<file path="src/rtl/alu_arbiter_2req.sv">
// Shares one external 4-bit ALU between two valid/ready requesters.
// Round-robin grant, operands held for a per-opcode latency, result and flags registered.
module alu_arbiter_2req #(
   parameter int unsigned MULDIV_LAT = 2,
   parameter int unsigned BASE_LAT   = 1
) (
   input  logic       clk_i,
   input  logic       rst_i,
   input  logic [1:0] req_valid_i,
   output logic [1:0] req_ready_o,
   input  logic [3:0] req0_a_i,
   input  logic [3:0] req0_b_i,
   input  logic [3:0] req0_sel_i,
   input  logic [3:0] req1_a_i,
   input  logic [3:0] req1_b_i,
   input  logic [3:0] req1_sel_i,
   output logic [3:0] alu_a_o,
   output logic [3:0] alu_b_o,
   output logic [3:0] alu_sel_o,
   input  logic [3:0] alu_out_i,
   input  logic [3:0] alu_flags_i,
   output logic [1:0] rsp_valid_o,
   input  logic [1:0] rsp_ready_i,
   output logic [3:0] rsp_data_o,
   output logic [3:0] rsp_flags_o,
   output logic       busy_o
);

   localparam int unsigned MaxLat = (MULDIV_LAT > BASE_LAT) ? MULDIV_LAT : BASE_LAT;
   localparam int unsigned CntW   = $clog2(MaxLat) + 1;
   localparam logic [CntW-1:0] MulDivCnt = CntW'(MULDIV_LAT - 1);
   localparam logic [CntW-1:0] BaseCnt   = CntW'(BASE_LAT - 1);

   typedef enum logic [1:0] {StIdle, StExec, StResp} state_e;

   state_e          state_q, state_d;
   logic [CntW-1:0] cnt_q, cnt_d;
   logic [3:0]      a_q, a_d;
   logic [3:0]      b_q, b_d;
   logic [3:0]      sel_q, sel_d;
   logic [3:0]      data_q, data_d;
   logic [3:0]      flags_q, flags_d;
   logic            owner_q, owner_d;
   logic            last_q, last_d;
   logic            grant;
   logic [3:0]      grant_sel;

   // On a tie the requester not served last wins.
   always_comb begin
      unique case (req_valid_i)
         2'b01:   grant = 1'b0;
         2'b10:   grant = 1'b1;
         2'b11:   grant = ~last_q;
         default: grant = 1'b0;
      endcase
   end

   assign grant_sel = grant ? req1_sel_i : req0_sel_i;

   always_comb begin
      state_d     = state_q;
      cnt_d       = cnt_q;
      a_d         = a_q;
      b_d         = b_q;
      sel_d       = sel_q;
      data_d      = data_q;
      flags_d     = flags_q;
      owner_d     = owner_q;
      last_d      = last_q;
      req_ready_o = 2'b00;
      rsp_valid_o = 2'b00;
      unique case (state_q)
         StIdle: begin
            if (|req_valid_i) begin
               req_ready_o[grant] = 1'b1;
               a_d     = grant ? req1_a_i : req0_a_i;
               b_d     = grant ? req1_b_i : req0_b_i;
               sel_d   = grant_sel;
               owner_d = grant;
               cnt_d   = (grant_sel == 4'b0010 || grant_sel == 4'b0011) ? MulDivCnt : BaseCnt;
               state_d = StExec;
            end
         end
         StExec: begin
            if (cnt_q == '0) begin
               data_d  = alu_out_i;
               flags_d = alu_flags_i;
               state_d = StResp;
            end else begin
               cnt_d = cnt_q - CntW'(1);
            end
         end
         StResp: begin
            rsp_valid_o[owner_q] = 1'b1;
            if (rsp_ready_i[owner_q]) begin
               last_d  = owner_q;
               state_d = StIdle;
            end
         end
         default: state_d = StIdle;
      endcase
   end

   always_ff @(posedge clk_i) begin
      if (rst_i) begin
         state_q <= StIdle;
         cnt_q   <= '0;
         a_q     <= '0;
         b_q     <= '0;
         sel_q   <= '0;
         data_q  <= '0;
         flags_q <= '0;
         owner_q <= 1'b0;
         last_q  <= 1'b1;
      end else begin
         state_q <= state_d;
         cnt_q   <= cnt_d;
         a_q     <= a_d;
         b_q     <= b_d;
         sel_q   <= sel_d;
         data_q  <= data_d;
         flags_q <= flags_d;
         owner_q <= owner_d;
         last_q  <= last_d;
      end
   end

   assign alu_a_o     = a_q;
   assign alu_b_o     = b_q;
   assign alu_sel_o   = sel_q;
   assign rsp_data_o  = data_q;
   assign rsp_flags_o = flags_q;
   assign busy_o      = (state_q != StIdle);

endmodule
</file>
<file path="config.mk">
export PLATFORM = sky130hd
export DESIGN_NAME = alu_arbiter_2req
export DESIGN_NICKNAME = d
export VERILOG_FILES = /design/src/rtl/alu_arbiter_2req.sv
export SDC_FILE = /design/constraint.sdc
export NUM_CORES = 1
export LEC_CHECK = 0
export CAP_MARGIN = 20
export CORE_ASPECT_RATIO = 2
export CORE_MARGIN = 2
export CORE_UTILIZATION = 30
export CTS_CLUSTER_DIAMETER = 200
export DETAILED_ROUTE_END_ITERATION = 8
export PLACE_DENSITY_LB_ADDON = 0.25
export SETUP_SLACK_MARGIN = 0.15
export SYNTH_ARGS = -nofsm -noshare
export SYNTH_HDL_FRONTEND = slang
export SYNTH_SLANG_ARGS = --single-unit
</file>
<file path="constraint.sdc">
create_clock -name clk_i -period 3.6 [get_ports clk_i]
set_input_delay 0.72 -clock clk_i [delete_from_list [all_inputs] [get_ports clk_i]]
set_output_delay 0.72 -clock clk_i [all_outputs]
set_load 0.1 [all_outputs]
</file>
==> results.yml, run 1 <==
logic_synthesis:
  synth_compound_area_share_pct: 19.0
  synth.area.top_cells: "dfxtp_1 (45%), mux2i_1 (11%), nor2_1 (8.8%)"
  netlist_instances: 118
  yosysSeqAreaShare_pct: 45.2
  syn-num-nets: 157
  synth_edf_count: 0
  synthTopCellsByCount: "nor2_1 (27), dfxtp_1 (26), mux2i_1 (13)"
  synth_top_area_cell: "dfxtp_1"
  synthXorXnorAreaFrac_pct: 0
  ys_ff_latch: 26
  synthFlopType: "dfxtp_1"
  synth_fa_ha_area_share_pct: 1.09
  ys_warn_count: 0
  muxShareOfSynthArea_pct: 11.3
  yosysUniqueCellTypes: 29
  synth_top_area_share_pct: 45.2
  syn_area_sq_um: 1150
  synth_top_family_by_area: "simple AND/OR/NAND/NOR gates"
  synth-simple-area-share_pct: 19.1
  yosysMostFrequentCell: "nor2_1"
  async_flop_share_pct: 0
  syn_area_per_cell_sq_um: 9.77
place:
  gp_congestion: 0.723
  io_buffers: 62
  place_ws_ns: 0.800
  dp_hpwl_microns: 2480
detailed_routing:
  via_per_inst: 5.03
  detail_route.wl_per_cell_microns: 14.4
  drtAntennaViolNets: 0
  drtPass1Iterations: 5
  drc: 0
  drt-total-wl_microns: 3260
  drtIter0Drc: 52
  vias: 1141
job:
  drv_cap: 0
sta:
  worst_pin_slew_ns: 1.02
  setup_viol: 0
  setup_tns_ns: 0
  finalMaxSlewViolations: 0
  finalHoldViolCount: 0
  post-route-min-period_ns: 2.81
  layout_setup_ws_ns: 0.790
  grt_setup_unrepaired: "no"
  fmax_ghz: 0.356
  worst_clock_skew_ns: 0.00429
  max_slew_margin_pct: 31.8
  period_share_pct: 78.1
global_route:
  grt_max_degree: 27
  grt-ovfl-total: 0
  grt_pass1_wl_microns: 5150
  antenna_found_initial: 0
  grtUsageTotal_pct: 15.9
  grt_pass1_vias: 1123
critical_path:
  cp_max_fo: 10
  crit_type: "primary input to primary output"
  reg2reg_depth: 5
  crit_arrival_ns: 2.09
  r2r-start: "cnt_q[0]$_SDFFE_PP0P_"
  crit_path_start_kind: "primary input"
  path_cells: "clkdlybuf4s50_1 -> a21boi_4 -> and2_4 -> buf_12"
  cpMaxStageDelayCell: "clkdlybuf4s50_1"
  required_ns: 2.88
  max_stage_delay_ns: 0.56
  worst-r2r-setup-slack_ns: 2.03
  rr_endpoint: "rsp_flags_o[2]$_SDFFE_PP0P_"
  worstSetupEndpointType: "primary output"
run_status:
  status: "completed"
clock_tree:
  clk_path_buf_depth: 2
  cts.clk_slew.worst_paths_ns: 0.09
  clkSinkCount: 26
  cts_tree: "done"
  cts_resized: 0
  htree_levels: 1
  post_cts_buffers: 0
  clock_latency_ns: 0.26
  hold_buffers: 0
  clockRootBuffer: "clkbuf_8"
  cts_buffers: 3
pwr:
  ir_drop_mv: 0.282
  p_leak_nw: 0.741
  power_density_nw_per_um2: 507
hold_path:
  whs_path_depth: 2
  min_path_type: "register to register"
  min_from: "cnt_q[1]$_SDFFE_PP0P_"
  min_to: "cnt_q[1]$_SDFFE_PP0P_"
floorplanning:
  start_util_pct: 31.6
  die_area_sq_um: 4380
  io_pins: 63
  core_area_sq_um: 3650
  fp.dieH_microns: 91.7
  fp.dieW_microns: 47.8
  rows: 31
finish:
  fin_nets: 218
  drive_gt1_share_pct: 9.55
  synthToLayoutAreaGrowth_pct: 61.7
  diodes: 0
-- routing by layer --
metal,vias to the layer above,global-route usage [%],wire (microns)
met4,0,6.76,59
li1,541,-,-
met3,4,2.17,215
met1,536,18.0,1170
met2,60,27.6,1810
met5,-,0,0
-- flip-flops by register name, summed over array words and instances, names as in the netlist --
name / cells
rsp_flags_o: 4
cnt_q: 2
alu_sel_o: 4
rsp_data_o: 4
state_q: 2
owner_q: 1
last_q: 1
alu_a_o: 4
alu_b_o: 4
-- how the worst max path moves through the flow --
stage                     cells after the start  slack (ns)        endpoint               startpoint
after global routing                          4        0.76  req_ready_o[1]           req_valid_i[1]
after floorplan                               2        0.90  rsp_valid_o[0]  state_q[1]$_SDFFE_PP0P_
after CTS                                     4        0.80  req_ready_o[1]           req_valid_i[1]
after global placement                        4        0.82  req_ready_o[1]           req_valid_i[1]
final                                         4        0.79  req_ready_o[1]           req_valid_i[1]
after detailed placement                      4        0.80  req_ready_o[1]           req_valid_i[1]
-- worst max-delay path: cells and delay by family --
family / cells / cell delay [ns]
AO/OA/AOI/OAI: 1 / 0.33
buffers and inverters: 2 / 0.75
AND/OR/NAND/NOR: 1 / 0.28
-- power breakdown --
group          leakage [nW]  switching, mW  internal [mW]
clock network        0.0288         0.0853         0.0976
registers             0.214         0.0210          0.316
logic                 0.498          0.291          0.133
total                 0.741          0.397          0.547
-- through the flow --
| stage | area, sq um | util, % | total power [mW] | cells | hold WS (ns) |
|---|---|---|---|---|---|
| finish | 1860 | 51.1 | 0.944 | 227 | 0.501 |
| global placement | 1810 | 49.6 | 0.762 | 223 | 0.477 |
| detailed placement | 1810 | 49.6 | 0.770 | 223 | 0.488 |
| global route | 1860 | 51.1 | 0.989 | 227 | 0.523 |
| floorplan | 1150 | - | 0.648 | 118 | 0.468 |
| CTS | 1860 | 51.1 | 0.954 | 227 | 0.504 |
-- logic make-up after synthesis --
logic type	Yosys count
AOI/OAI and AO/OA	25
muxes	13
DFF	26
and+or+nand+nor	44
buffers and inverters	9
adders and majority gates	1
-- cells in the final DEF, fill, tap and decap left out, types with 3 or more instances in the layout --
cell type,count
nor2_1,27
a21oi_1,5
a211oi_2,4
inv_1,3
buf_4,3
clkbuf_8,4
clkdlybuf4s50_1,57
a222oi_1,8
mux2i_1,13
dfxtp_1,26
-- layout make-up --
cell class	count	area (sq um)
multi-input combinational	83	582
clock buffer	4	55.1
fill	369	1780
tap	49	61.3
timing repair buffer	62	633
inverter	3	11.3
sequential	26	520
Note: power is estimated with default switching activity, not from simulation.
==> run 2: changes to the inputs <==
- clock period: 3.6 -> 2.85 ns (I/O delays scaled with it)
==> results.yml, run 2 (synthesis gave the netlist of run 1 again) <==
finish:
  mostFrequentLayoutCells: "clkdlybuf4s50_1 (37), nor2_1 (27), dfxtp_1 (26), buf_4 (25), mux2i_1 (13)"
  synthToLayoutAreaGrowth_pct: 57.4
  drive_gt1_share_pct: 21.2
  final_common_cell: "clkdlybuf4s50_1"
  nFillCells: 385
  fin_nets: 220
  seqCellArea_sq_um: 520
  diodes: 0
  multi_input_area_sq_um: 582
detailed_routing:
  detail_route.wl_per_cell_microns: 14.2
  via_per_inst: 4.86
  drt-total-wl_microns: 3240
  drtIter0Drc: 43
  drc: 0
  vias: 1109
  drtAntennaViolNets: 0
  drtPass1Iterations: 5
sta:
  period_share_pct: 88.3
  fmax_ghz: 0.397
  finalHoldViolCount: 0
  setup_viol: 0
  worst_clock_skew_ns: 0.00263
  setup_tns_ns: 0
  worst_pin_slew_ns: 0.865
  grt_setup_unrepaired: "no"
  finalMaxSlewViolations: 0
  max_slew_margin_pct: 42.2
  post-route-min-period_ns: 2.52
floorplanning:
  fp.dieH_microns: 91.7
  io_pins: 63
  die_area_sq_um: 4380
  start_util_pct: 31.6
  rows: 31
  fp.dieW_microns: 47.8
  core_area_sq_um: 3650
clock_tree:
  post_cts_buffers: 0
  cts.clk_slew.worst_paths_ns: 0.08
  hold_buffers: 0
  htree_levels: 1
  cts_resized: 0
  clock_latency_ns: 0.26
  clkSinkCount: 26
  clk_path_buf_depth: 2
  clockRootBuffer: "clkbuf_8"
  cts_buffers: 3
  cts_tree: "done"
global_route:
  grtUsageTotal_pct: 15.5
  grt_pass1_vias: 1162
  grt-ovfl-total: 0
  grt_max_degree: 22
  grt_pass1_wl_microns: 5060
  antenna_found_initial: 0
pwr:
  power_density_nw_per_um2: 636
  total_power_mw: 1.15
  ir_drop_mv: 0.315
  p_leak_nw: 0.778
critical_path:
  crit_path_start_kind: "primary input"
  crit_arrival_ns: 1.95
  cp_max_fo: 10
  required_ns: 2.28
  crit_type: "primary input to primary output"
  worstSetupEndpointType: "primary output"
hold_path:
  min_path_type: "register to register"
place:
  dp_hpwl_microns: 2510
  gp_congestion: 0.743
  io_buffers: 62
run_status:
  status: "completed"
job:
  drv_cap: 0
==> run 2: cell types whose count changed in the layout (fill, tap and decap cells not counted), sizes merged <==
cell,previous run,this run
buf,5,27
clkbuf,4,3
clkdlybuf4s50,57,37
==> run 2: metrics by stage <==
step | utilization, % | instance area, sq um | cells | setup slack [ns] | hold WS (ns)
after floorplan | - | 1150 | 118 | 0.298 | 0.468
after global placement | 48.6 | 1770 | 225 | 0.369 | 0.477
after detailed placement | 48.6 | 1770 | 225 | 0.346 | 0.496
after CTS | 49.8 | 1810 | 228 | 0.340 | 0.517
after global routing | 49.8 | 1810 | 228 | 0.276 | 0.541
final | 49.8 | 1810 | 228 | 0.332 | 0.511
==> run 2: final cells by class <==
type,instances,area share [%]
Sequential cell,26,28.7
Inverter,3,0.621
Tap cell,49,3.38
Timing Repair Buffer,64,33.0
Clock buffer,3,2.28
Multi-Input combinational cell,83,32.1
==> run 2: worst paths after layout <==
check	startpoint	endpoint	slack, ns	depth (start not counted)
max	req_valid_i[1]	req_ready_o[1]	0.33	4
min	cnt_q[1]$_SDFFE_PP0P_	cnt_q[1]$_SDFFE_PP0P_	0.51	2
max reg2reg	cnt_q[0]$_SDFFE_PP0P_	rsp_data_o[3]$_SDFFE_PP0P_	1.30	5
min reg2reg	cnt_q[1]$_SDFFE_PP0P_	cnt_q[1]$_SDFFE_PP0P_	0.51	2
==> run 2: critical path, cell delays in order <==
cell             delay (ns)
clkdlybuf4s50_1        0.57
a21boi_4               0.33
and2_4                 0.28
buf_12                 0.19
==> run 2: report_power, final <==
group | total (mW) | switching (mW) | internal (mW)
Sequential | 0.427 | 0.0275 | 0.400
Clock | 0.198 | 0.103 | 0.0944
Combinational | 0.529 | 0.368 | 0.161
Total | 1.15 | 0.499 | 0.655
==> run 2: metal layers <==
layer  wire length, microns  track usage [%]  up-vias
met2                   1890             28.6       39
met5                      0                0        -
met4                     29             5.41        0
li1                       -                -      548
met3                    200             2.56        2
met1                   1120             15.8      520
